<file path="src/rtl/debug_gpr_access_seq_if.sv">
// Debug Module command/response channel between the DM abstract-command
// logic (master) and the GPR access sequencer (slave).
interface debug_gpr_access_seq_if #(
    parameter int XLEN = 64
);
    logic            ReqValid;
    logic            ReqReady;
    logic            ReqWrite;
    logic [4:0]      ReqAddr;
    logic [XLEN-1:0] ReqData;
    logic            RspValid;
    logic            RspReady;
    logic [XLEN-1:0] RspData;
    logic            RspErr;

    modport master (
        output ReqValid, ReqWrite, ReqAddr, ReqData, RspReady,
        input  ReqReady, RspValid, RspData, RspErr
    );

    modport slave (
        input  ReqValid, ReqWrite, ReqAddr, ReqData, RspReady,
        output ReqReady, RspValid, RspData, RspErr
    );
endinterface

</file>
<file path="src/rtl/debug_gpr_access_seq.sv">
// Debug GPR access sequencer: turns one abstract GPR read/write command at a
// time into capture / scan / update strobes on the integer datapath's debug
// hooks, moving data LSB first through the XLEN-bit GPR scan register.
module debug_gpr_access_seq #(
    parameter int XLEN        = 64,
    parameter bit E_SUPPORTED = 1'b0
) (
    input  logic                     clk,
    input  logic                     resetn,
    debug_gpr_access_seq_if.slave    dm,
    input  logic                     CoreHalted,
    output logic                     GPRSel,
    output logic [4:0]               DebugRegAddr,
    output logic                     DebugCapture,
    output logic                     DebugScanEn,
    output logic                     DebugRegUpdate,
    output logic                     GPRScanIn,
    input  logic                     GPRScanOut
);
    localparam int CW = (XLEN > 1) ? $clog2(XLEN) : 1;

    typedef enum logic [2:0] {
        S_IDLE,
        S_CAPTURE,
        S_SHIFT,
        S_UPDATE,
        S_ERR,
        S_RESP
    } state_t;

    state_t          state_q, state_d;
    logic [CW-1:0]   cnt_q, cnt_d;
    logic            write_q, write_d;
    logic [4:0]      addr_q, addr_d;
    logic [XLEN-1:0] wdata_q, wdata_d;
    logic [XLEN-1:0] rdata_q, rdata_d;
    logic            err_q, err_d;

    // Control state: async reset returns to IDLE so every strobe drops at once.
    always_ff @(posedge clk or negedge resetn) begin
        if (!resetn) begin
            state_q <= S_IDLE;
            cnt_q   <= '0;
        end else begin
            state_q <= state_d;
            cnt_q   <= cnt_d;
        end
    end

    // Command/response payload; outputs are gated by state so no reset needed.
    always_ff @(posedge clk) begin
        write_q <= write_d;
        addr_q  <= addr_d;
        wdata_q <= wdata_d;
        rdata_q <= rdata_d;
        err_q   <= err_d;
    end

    // Next-state and strobe decode for the command sequence.
    always_comb begin
        state_d        = state_q;
        cnt_d          = cnt_q;
        write_d        = write_q;
        addr_d         = addr_q;
        wdata_d        = wdata_q;
        rdata_d        = rdata_q;
        err_d          = err_q;
        dm.ReqReady    = 1'b0;
        dm.RspValid    = 1'b0;
        dm.RspData     = '0;
        dm.RspErr      = 1'b0;
        GPRSel         = 1'b0;
        DebugCapture   = 1'b0;
        DebugScanEn    = 1'b0;
        DebugRegUpdate = 1'b0;
        GPRScanIn      = 1'b0;

        case (state_q)
            S_IDLE: begin
                dm.ReqReady = 1'b1;
                if (dm.ReqValid) begin
                    write_d = dm.ReqWrite;
                    addr_d  = dm.ReqAddr;
                    wdata_d = dm.ReqData;
                    rdata_d = '0;
                    err_d   = 1'b0;
                    cnt_d   = '0;
                    if (!CoreHalted || (E_SUPPORTED && dm.ReqAddr[4]))
                        state_d = S_ERR;
                    else if (dm.ReqWrite)
                        state_d = S_SHIFT;
                    else
                        state_d = S_CAPTURE;
                end
            end
            S_CAPTURE: begin
                GPRSel       = 1'b1;
                DebugCapture = 1'b1;
                if (!CoreHalted) begin
                    err_d   = 1'b1;
                    rdata_d = '0;
                    state_d = S_RESP;
                end else begin
                    state_d = S_SHIFT;
                end
            end
            S_SHIFT: begin
                GPRSel      = 1'b1;
                DebugScanEn = 1'b1;
                // Reads recirculate so the scan register ends up unchanged.
                GPRScanIn   = write_q ? wdata_q[cnt_q] : GPRScanOut;
                if (!write_q)
                    rdata_d[cnt_q] = GPRScanOut;
                if (!CoreHalted) begin
                    err_d   = 1'b1;
                    rdata_d = '0;
                    cnt_d   = '0;
                    state_d = S_RESP;
                end else if (cnt_q == CW'(XLEN - 1)) begin
                    cnt_d   = '0;
                    state_d = write_q ? S_UPDATE : S_RESP;
                end else begin
                    cnt_d = cnt_q + CW'(1);
                end
            end
            S_UPDATE: begin
                // Halt loss here is ignored: the write is already committed.
                GPRSel         = 1'b1;
                DebugRegUpdate = 1'b1;
                state_d        = S_RESP;
            end
            S_ERR: begin
                err_d   = 1'b1;
                rdata_d = '0;
                state_d = S_RESP;
            end
            S_RESP: begin
                dm.RspValid = 1'b1;
                dm.RspData  = rdata_q;
                dm.RspErr   = err_q;
                if (dm.RspReady)
                    state_d = S_IDLE;
            end
            default: state_d = S_IDLE;
        endcase

        DebugRegAddr = GPRSel ? addr_q : 5'd0;
    end
endmodule

</file>
<file path="src/flat_wrapper.sv">
// flat-port wrapper written by rule: the top's interface ports become plain ports
module debug_gpr_access_seq_flat 
#(
    parameter int XLEN        = 64,
    parameter bit E_SUPPORTED = 1'b0
)
  (clk, resetn, CoreHalted, GPRSel, DebugRegAddr, DebugCapture, DebugScanEn, DebugRegUpdate, GPRScanIn, GPRScanOut, dm_ReqValid, dm_ReqWrite, dm_ReqAddr, dm_ReqData, dm_RspReady, dm_ReqReady, dm_RspValid, dm_RspData, dm_RspErr);
  debug_gpr_access_seq_if #(.XLEN(XLEN)) dm_i ();
  input  logic clk;
  input  logic resetn;
  input  logic CoreHalted;
  output logic GPRSel;
  output logic [4:0] DebugRegAddr;
  output logic DebugCapture;
  output logic DebugScanEn;
  output logic DebugRegUpdate;
  output logic GPRScanIn;
  input  logic GPRScanOut;
  input wire logic [$bits(dm_i.ReqValid)-1:0] dm_ReqValid;
  input wire logic [$bits(dm_i.ReqWrite)-1:0] dm_ReqWrite;
  input wire logic [$bits(dm_i.ReqAddr)-1:0] dm_ReqAddr;
  input wire logic [$bits(dm_i.ReqData)-1:0] dm_ReqData;
  input wire logic [$bits(dm_i.RspReady)-1:0] dm_RspReady;
  output wire logic [$bits(dm_i.ReqReady)-1:0] dm_ReqReady;
  output wire logic [$bits(dm_i.RspValid)-1:0] dm_RspValid;
  output wire logic [$bits(dm_i.RspData)-1:0] dm_RspData;
  output wire logic [$bits(dm_i.RspErr)-1:0] dm_RspErr;
  assign dm_i.ReqValid = dm_ReqValid;
  assign dm_i.ReqWrite = dm_ReqWrite;
  assign dm_i.ReqAddr = dm_ReqAddr;
  assign dm_i.ReqData = dm_ReqData;
  assign dm_i.RspReady = dm_RspReady;
  assign dm_ReqReady = dm_i.ReqReady;
  assign dm_RspValid = dm_i.RspValid;
  assign dm_RspData = dm_i.RspData;
  assign dm_RspErr = dm_i.RspErr;
  debug_gpr_access_seq #(.XLEN(XLEN), .E_SUPPORTED(E_SUPPORTED)) u_core (.clk(clk), .resetn(resetn), .dm(dm_i), .CoreHalted(CoreHalted), .GPRSel(GPRSel), .DebugRegAddr(DebugRegAddr), .DebugCapture(DebugCapture), .DebugScanEn(DebugScanEn), .DebugRegUpdate(DebugRegUpdate), .GPRScanIn(GPRScanIn), .GPRScanOut(GPRScanOut));
endmodule
</file>
<file path="config.mk">
export PLATFORM = sky130hd
export DESIGN_NAME = debug_gpr_access_seq_flat
export DESIGN_NICKNAME = d
export VERILOG_FILES = /design/src/rtl/debug_gpr_access_seq_if.sv /design/src/rtl/debug_gpr_access_seq.sv /design/src/flat_wrapper.sv
export SDC_FILE = /design/constraint.sdc
export NUM_CORES = 1
export LEC_CHECK = 0
export BUFFER_PORTS_ARGS = -buffer_cell sky130_fd_sc_hd__buf_2
export CELL_PAD_IN_SITES_DETAIL_PLACEMENT = 1
export CELL_PAD_IN_SITES_GLOBAL_PLACEMENT = 2
export CORE_ASPECT_RATIO = 1.75
export CORE_UTILIZATION = 25
export DETAILED_ROUTE_END_ITERATION = 12
export GPL_TIMING_DRIVEN = 0
export PLACE_DENSITY = 0.62
export REMOVE_ABC_BUFFERS = 1
export SLEW_MARGIN = 10
export SYNTH_ARGS = -nofsm -noshare
export SYNTH_HDL_FRONTEND = slang
export SYNTH_SLANG_ARGS = --single-unit
export TNS_END_PERCENT = 10
</file>
<file path="constraint.sdc">
create_clock -name clk -period 9.2 [get_ports clk]
set_clock_uncertainty 0.05 [all_clocks]
set_input_delay 1.84 -clock clk [delete_from_list [all_inputs] [get_ports clk]]
set_output_delay 1.84 -clock clk [all_outputs]
set_load 0.02 [all_outputs]
</file>
==> results of run 1 <==
==> critical path: cells and delay by family <==
family                 cells  cell delay, ps
AOI/OAI and AO/OA          2             550
buffers and inverters      2            1070
==> through the flow <==
stage          cell area [um2]  setup TNS, ps  power (mW)  setup WS, ps
6_report                  8860              0        2.70          3780
5_1_grt                   8860              0        2.86          3650
4_1_cts                   8860              0        2.76          3770
3_5_place_dp              8260              0        2.03          3780
3_3_place_gp              8080         -34400        1.97          -548
2_1_floorplan             6850              0        1.64          1880
==> where the power goes <==
part / internal, mW / switching (mW)
registers: 0.987 / 0.147
clock network: 0.447 / 0.269
logic: 0.312 / 0.541
==> final cells by class <==
class,instances,area (um2)
diodes,1,2.50
well taps,373,467
clock inverters,12,169
flip-flops and latches,144,4280
fillers,3098,19000
inverters,5,18.8
repair buffers,159,893
clock buffers,18,429
multi-input cells,416,2600
==> cell families after synthesis <==
logic type      count (synthesis)
compound gates                175
mux                            22
buf+inv                        56
xor+xnor                        3
fa+ha+maj                       1
flops                         144
simple gates                  215
==> Yosys cell counts (2+ instances only) <==
cell type                   instances  area [um2]
sky130_fd_sc_hd__mux2_2             2        22.5
sky130_fd_sc_hd__buf_1              4        15.0
sky130_fd_sc_hd__nor3b_2            2        25.0
sky130_fd_sc_hd__mux4_1             6         158
sky130_fd_sc_hd__and2_1            72         450
sky130_fd_sc_hd__nor2b_1            4        25.0
sky130_fd_sc_hd__nor3_1             6        30.0
sky130_fd_sc_hd__inv_1              5        18.8
sky130_fd_sc_hd__and3b_1            5        43.8
sky130_fd_sc_hd__nand3_1           68         340
sky130_fd_sc_hd__a22oi_1            2        15.0
sky130_fd_sc_hd__a211oi_1           3        22.5
sky130_fd_sc_hd__a221oi_1           2        17.5
sky130_fd_sc_hd__or3_1              3        18.8
sky130_fd_sc_hd__clkbuf_1          31         116
sky130_fd_sc_hd__a2bb2oi_1          3        26.3
sky130_fd_sc_hd__buf_4              3        22.5
sky130_fd_sc_hd__o21ai_0           77         385
sky130_fd_sc_hd__edfxtp_1         135        4050
sky130_fd_sc_hd__and3_1             2        12.5
sky130_fd_sc_hd__a21boi_0           3        22.5
sky130_fd_sc_hd__a32o_1             3        30.0
sky130_fd_sc_hd__nand2_1           18        67.6
sky130_fd_sc_hd__mux2i_1           12         120
sky130_fd_sc_hd__a31oi_1            6        37.5
sky130_fd_sc_hd__o211ai_1           2        15.0
sky130_fd_sc_hd__buf_2             10        50.1
sky130_fd_sc_hd__a21oi_1           64         320
sky130_fd_sc_hd__o22ai_1            2        12.5
sky130_fd_sc_hd__nor2_1            20        75.1
sky130_fd_sc_hd__dfrtp_1            9         225
sky130_fd_sc_hd__xor2_1             2        17.5
sky130_fd_sc_hd__nand2b_1           7        43.8
==> layout by cell type (no fill, tap or decap), drive strengths merged, types with 9 or more instances in the layout <==
cell type,instances
mux2i,12
and2,73
nand3,68
buf,159
o21ai,77
nand2,18
dfrtp,9
nor2,20
clkbuf,18
a21oi,64
edfxtp,135
==> flip-flops by register name, indices dropped and copies added (netlist names) <==
register        cells
u_core.cnt_q        6
u_core.wdata_q     64
u_core.write_q      1
u_core.err_q        1
u_core.rdata_q     64
u_core.addr_q       5
u_core.state_q      3
==> worst paths after layout <==
kind                                    start            endpoint  slack (ps)  depth (start not counted)
max                                GPRScanOut           GPRScanIn        3780                          4
min                        u_core.rdata_q[15]  u_core.rdata_q[15]         570                          2
max reg2reg                 u_core.state_q[1]  u_core.rdata_q[46]        6340                          6
min reg2reg                u_core.rdata_q[15]  u_core.rdata_q[15]         570                          2
max in group asynchronous              resetn     u_core.cnt_q[1]        7670                          1
min in group asynchronous              resetn   u_core.state_q[2]        1210                          1
==> per-layer routing <==
| metal | up-vias | share of wire, % | GRT usage, % |
|---|---|---|---|
| met5 | - | 0 | 0 |
| met4 | 0 | 2.8 | 7.86 |
| met3 | 28 | 4.5 | 3.09 |
| met2 | 154 | 55 | 28.2 |
| met1 | 2639 | 38 | 16.4 |
| li1 | 2558 | - | - |
==> results.txt, run 1 <==
----------------------------------------------------
[Status]
  Result of the run ... complete, no violations

[Routing]
  Via count ... between 5000 and 6000
  Detailed-router iteration count before antenna repair ... 5
  Detailed-route wire length per cell ... 18.9 um
  Post-detailed-route via-to-cell ratio ... 4.77
  DRC violation total after the first TritonRoute iteration ... between 200 and 300
  DRT antenna net count ... 0
  Drt total wl ... roughly 21000 um
  Drc violations ... 0

[Floorplan]
  Width of the die ... roughly 130 um
  Number of ports placed on the die boundary ... ~150
  Initial core utilization ... 25.4%
  Vertical extent of the die ... approximately 220 um
  Core area ... ~0.028 mm2
  Number of placement rows ... 81
  Die Area ... 0.0290 mm2

[Clock tree]
  Number of instances resized during post-cts repair ... 0
  Num Clock Sinks ... 144
  Number of hold buffers added after CTS ... 0
  Maximum level of the CTS H-tree ... 4
  Clock transition at the registers of the reported paths ... approximately 60 ps
  Number of buffers added for setup after CTS ... 0
  Deepest clock path buffer count ... 2
  Inserted Clock Buffers ... 17
  Latest clock arrival within the worst-skew pair ... approximately 430 ps
  Clock root buffer master ... sky130_fd_sc_hd__clkbuf_16
  TritonCTS clock tree ... built

[Synth]
  Area fraction in compound gates after synthesis ... 13.8%
  Number of enable-type register cells in the synthesized netlist ... ~140
  Yosys cell types ... 56
  Simple logic cell fraction of the synthesized area ... between 10% and 20%
  Gate count of the mapped netlist ... 616
  Xor-xnor portion of the synthesized cell area ... less than 1%
  Synth Area per Inst ... between 10 and 15 um2
  Portion of netlist area occupied by mux cells ... 4.77%
  Async SR Flop Fraction ... 6.25%
  Post-synthesis instance area ... a little over 0.007 mm2
  Total of warnings raised by yosys ... 0
  Post-synth top flop ... sky130_fd_sc_hd__edfxtp_1
  Dominant combinational cell family by area after synthesis ... simple AND/OR/NAND/NOR gates
  Adder-cell share of the synthesized area ... 0.177%
  Sequential fraction of the synthesis area ... 60.4%
  Count of state elements after synthesis ... between 100 and 150

[Pwr]
  LEAKAGE ... 3.21 nW
  Worst vdd rail ir drop ... around 0.00016 V
  PwrDens ... between 300 and 400 mW/mm2

[Place]
  Port bufs ... 152
  Placed Instances ... between 1000 and 1500
  Post-detailed-placement half-perimeter wirelength ... ~15000 um
  Routability-driven placement congestion ratio ... between 0.7 and 0.8

[Critical path]
  Setup Crit Path Kind ... in2out
  Type of element capturing the critical path ... primary output
  Highest cell delay on the worst timing path ... about 860 ps
  Most common cell type on the critical path ... sky130_fd_sc_hd__buf_2
  Startpoint type of the worst setup path ... input port
  Critical path data required time ... approximately 7300 ps
  Crit-path slowest cell ... sky130_fd_sc_hd__buf_2
  CP Data Arrival Time ... 3530 ps
  Largest fanout of any net on the critical path ... between 60 and 70
  Worst-path cell chain ... buf_2 -> o21ai_0 -> a31oi_1 -> buf_2

[GRT]
  Overflow after GRT ... 0
  Maximum number of pins on one net before global-route repair ... 67
  Antenna violations before repair ... 0
  Number of global-route vias before repair ... 5766
  Wire length of the first global-routing pass ... between 30000 and 40000 um
  Overall Global Routing Usage ... between 10% and 20%

[Finish]
  Proportion of layout cells with a drive suffix above 1 ... 27.2%
  Finished Layout Cells ... around 1100
  Layout Nets ... 820
  Syn-to-layout area delta ... 25.1%
  Core utilization of the finished layout ... between 30% and 40%

[Timing]
  Final-layout worst hold slack ... roughly 570 ps
  Worst-case headroom to the max-slew limit ... 18.6%
  Top achievable clock speed ... 184 MHz
  Slew at the pin with the worst max-slew slack ... 1220 ps
  Final setup violation count ... 0
  Time the worst path needs with I/O delays and setup ... 5420 ps
  Final Slew Violations ... 0
  Unrepaired setup endpoints after global routing ... no
  Number of hold-slack violations in the final timing report ... 0
  Final worst-path cycle share ... around three fifths

[Flow run]
  Max Cap Viol ... 0

[Worst hold path]
  Path type of the worst min-delay path ... reg2reg

----------------------------------------------------
Note: power is estimated with default switching activity, not from simulation.
==> inputs of run 2 (changes only) <==
--- a/config.mk
+++ b/config.mk
@@ -5,6 +5,7 @@
 export SDC_FILE = /design/constraint.sdc
 export NUM_CORES = 1
 export LEC_CHECK = 0
+export ABC_AREA = 1
 export BUFFER_PORTS_ARGS = -buffer_cell sky130_fd_sc_hd__buf_2
 export CELL_PAD_IN_SITES_DETAIL_PLACEMENT = 1
 export CELL_PAD_IN_SITES_GLOBAL_PLACEMENT = 2
@@ -12,7 +13,7 @@
 export CORE_UTILIZATION = 25
 export DETAILED_ROUTE_END_ITERATION = 12
 export GPL_TIMING_DRIVEN = 0
-export PLACE_DENSITY = 0.62
+export PLACE_DENSITY = 0.65
 export REMOVE_ABC_BUFFERS = 1
 export SLEW_MARGIN = 10
 export SYNTH_ARGS = -nofsm -noshare
==> constraint.sdc (replaced) <==
create_clock -name clk -period 5.5 [get_ports clk]
set_clock_uncertainty 0.05 [all_clocks]
set_input_delay 1.1 -clock clk [delete_from_list [all_inputs] [get_ports clk]]
set_output_delay 1.1 -clock clk [all_outputs]
set_load 0.02 [all_outputs]
==> run 2 against run 1 <==
Against the previous run: wire length increased by 1.6%; core utilization about the same; final area increased by 3.0%; critical path depth increased by 6; global-route usage decreased by 0.23 points; clock power increased by 62%; area after synthesis increased by 3.7%; synthesized cell count increased by 28%; register-to-register slack got worse by 3300 ps; setup slack got worse by 2200 ps; sequential power increased by 66%; critical path type is now reg2out; critical endpoint unchanged.
==> results.txt, run 2 <==
----------------------------------------------------
[Status]
  Result of the run ... complete, no violations

[Flow run]
  Max Cap Viol ... 0

[Finish]
  Core utilization of the finished layout ... 31.8%
  Syn-to-layout area delta ... 24.3%
  Total of fill cells in the finished design ... between 3000 and 4000
  Layout Nets ... just over 1000
  Most common library cell in the layout ignoring fill and taps ... sky130_fd_sc_hd__buf_2
  Top Registers ... u_core.rdata_q: 64 flops, u_core.wdata_q: 64 flops, u_core.cnt_q: 6 flops
  Finished Layout Cells ... 1326
  Commonest non-fill, non-tap cells in the layout ... sky130_fd_sc_hd__buf_2 (152), sky130_fd_sc_hd__inv_1 (135), sky130_fd_sc_hd__edfxtp_1 (135)
  Diode count ... 0
  Proportion of layout cells with a drive suffix above 1 ... about a quarter

[Critical path]
  Largest fanout of any net on the critical path ... 49
  Type of element capturing the critical path ... primary output
  FF-to-FF setup slack ... a little over 3000 ps
  CP Data Arrival Time ... roughly 2800 ps
  Depth of the worst register-to-register path ... 7
  Crit Reg-Reg Startpoint ... u_core.state_q[0]
  Startpoint type of the worst setup path ... flop
  RR Endpoint ... u_core.rdata_q[17]
  Critical path data required time ... around 4400 ps
  Setup Crit Path Kind ... reg2out

[Pwr]
  Overall power after layout ... about 4.3 mW
  LEAKAGE ... just under 4 nW
  PwrDens ... approximately 470 mW/mm2
  Worst vdd rail ir drop ... 0.000245 V

[Routing]
  Drc violations ... 0
  Via count ... between 5000 and 6000
  Post-detailed-route via-to-cell ratio ... about 4.4
  Detailed-route wire length per cell ... between 15 and 20 um
  DRC violation total after the first TritonRoute iteration ... 222
  DRT antenna net count ... 0
  Detailed-router iteration count before antenna repair ... 4
  Drt total wl ... 21700 um

[Timing]
  Final Slew Violations ... 0
  Time the worst path needs with I/O delays and setup ... between 3000 and 4000 ps
  Final setup violation count ... 0
  Final worst slack ... about 1600 ps
  Number of hold-slack violations in the final timing report ... 0
  Top achievable clock speed ... approximately 250 MHz
  Slew at the pin with the worst max-slew slack ... ~1300 ps
  Total Neg Setup Slack ... 0 ps
  Final worst-path cycle share ... 71.8%
  Worst-case headroom to the max-slew limit ... between 10% and 20%
  Unrepaired setup endpoints after global routing ... no

[Floorplan]
  Number of ports placed on the die boundary ... around 150
  Width of the die ... between 100 and 150 um
  Initial core utilization ... about 26%
  Die Area ... 0.0301 mm2
  Vertical extent of the die ... between 200 and 250 um
  Core area ... approximately 0.029 mm2
  Number of placement rows ... between 80 and 90

[Clock tree]
  Deepest clock path buffer count ... 2
  Number of instances resized during post-cts repair ... 0
  TritonCTS clock tree ... built
  Clock root buffer master ... sky130_fd_sc_hd__clkbuf_16
  Number of buffers added for setup after CTS ... 0
  Latest clock arrival within the worst-skew pair ... roughly 440 ps
  Maximum level of the CTS H-tree ... 4
  Num Clock Sinks ... 144
  Inserted Clock Buffers ... 17
  Number of hold buffers added after CTS ... 0
  Clock transition at the registers of the reported paths ... approximately 60 ps

[Synth]
  Number of enable-type register cells in the synthesized netlist ... approximately 140
  Synth Area per Inst ... between 9 and 10 um2
  List of most frequent post-synthesis cells ... sky130_fd_sc_hd__edfxtp_1 (135), sky130_fd_sc_hd__inv_1 (135), sky130_fd_sc_hd__nor2_1 (97), sky130_fd_sc_hd__nand3_1 (86), sky130_fd_sc_hd__nand2_1 (76)
  Yosys top cell area share ... a little under three fifths
  Gate count of the mapped netlist ... 791
  Sequential fraction of the synthesis area ... around 58%
  Post-synthesis instance area ... 0.00735 mm2
  Post-synth top flop ... sky130_fd_sc_hd__edfxtp_1
  Yosys cell types ... 35
  Post-synth top area cell ... sky130_fd_sc_hd__edfxtp_1
  Async SR Flop Fraction ... between 6 and 7%
  Total of warnings raised by yosys ... 0
  Top post-synthesis cells by area ... sky130_fd_sc_hd__edfxtp_1 (55%), sky130_fd_sc_hd__inv_1 (6.9%), sky130_fd_sc_hd__nand3_1 (5.9%)
  Count of state elements after synthesis ... approximately 140

[GRT]
  Overall Global Routing Usage ... ~15%
  Antenna violations before repair ... 0
  Maximum number of pins on one net before global-route repair ... around 70
  Wire length of the first global-routing pass ... ~34000 um
  Overflow after GRT ... 0
  Number of global-route vias before repair ... roughly 6200

[Place]
  Routability-driven placement congestion ratio ... roughly 0.74
  Setup slack at placement ... between 1500 and 2000 ps
  Placed Instances ... between 1000 and 1500
  Post-detailed-placement half-perimeter wirelength ... ~15000 um
  Port bufs ... between 150 and 200

[Worst hold path]
  Path type of the worst min-delay path ... in2async

----------------------------------------------------
-- run 2: worst max path at each step --
| stage | start | end | slack [ps] | cells after the start |
|---|---|---|---|---|
| floorplan | dm_ReqValid | u_core.cnt_q[5] | 470 | 7 |
| global placement | dm_ReqValid | u_core.cnt_q[5] | -1480 | 8 |
| detailed placement | GPRScanOut | GPRScanIn | 1680 | 4 |
| CTS | u_core.cnt_q[0] | GPRScanIn | 1360 | 10 |
| global route | u_core.cnt_q[0] | GPRScanIn | 1330 | 10 |
| finish | u_core.cnt_q[0] | GPRScanIn | 1550 | 10 |
-- run 2: kinds of logic after synthesis --
group | after synthesis | synth area share (%)
buf+inv | 185 | 10.2
compound gates | 166 | 11.9
simple gates | 294 | 19.4
fa+ha+maj | 1 | 0.170
flops | 144 | 58.3
xor+xnor | 1 | 0.119
-- run 2: worst max-delay path, cell delays in order (launching register included) --
cell and delay, ps:
sky130_fd_sc_hd__dfrtp_2 570, sky130_fd_sc_hd__buf_12 250, sky130_fd_sc_hd__inv_2 500, sky130_fd_sc_hd__nand2_1 110
sky130_fd_sc_hd__nand3_1 110, sky130_fd_sc_hd__nand2_1 60, sky130_fd_sc_hd__o21ai_1 180, sky130_fd_sc_hd__nand2_1 80
sky130_fd_sc_hd__nor2_1 240, sky130_fd_sc_hd__a21oi_2 90, sky130_fd_sc_hd__buf_2 170
-- run 2: cell type report --
cell class	instances	area [um2]	share of cell area, %
clock buffer	19	433	4.74
clock inverter	12	144	1.58
inverter	154	593	6.49
multi-input combinational	462	2350	25.7
sequential	144	4280	46.9
tap	378	473	5.18
timing repair buffer	157	861	9.42
-- run 2: layer usage --
layer | up-vias | share of wire, % | global-route usage [%]
met5 | - | 0 | 0
met4 | 0 | 2.5 | 6.72
met3 | 26 | 2.9 | 2.73
met2 | 126 | 55 | 28.7
met1 | 2753 | 39 | 16.1
li1 | 2917 | - | -
-- run 2: power breakdown --
part / switching [mW] / internal [mW]
Sequential: 0.192 / 1.68
Combinational: 0.858 / 0.356
Clock: 0.460 / 0.704
-- run 2: per-stage QoR --
| stage | hold WS (ps) | instance area (um2) |
|---|---|---|
| 2_1_floorplan | 449 | 7190 |
| 3_3_place_gp | 483 | 8420 |
| 3_5_place_dp | 504 | 8560 |
| 4_1_cts | 450 | 9130 |
| 5_1_grt | 462 | 9130 |
| 6_report | 466 | 9130 |
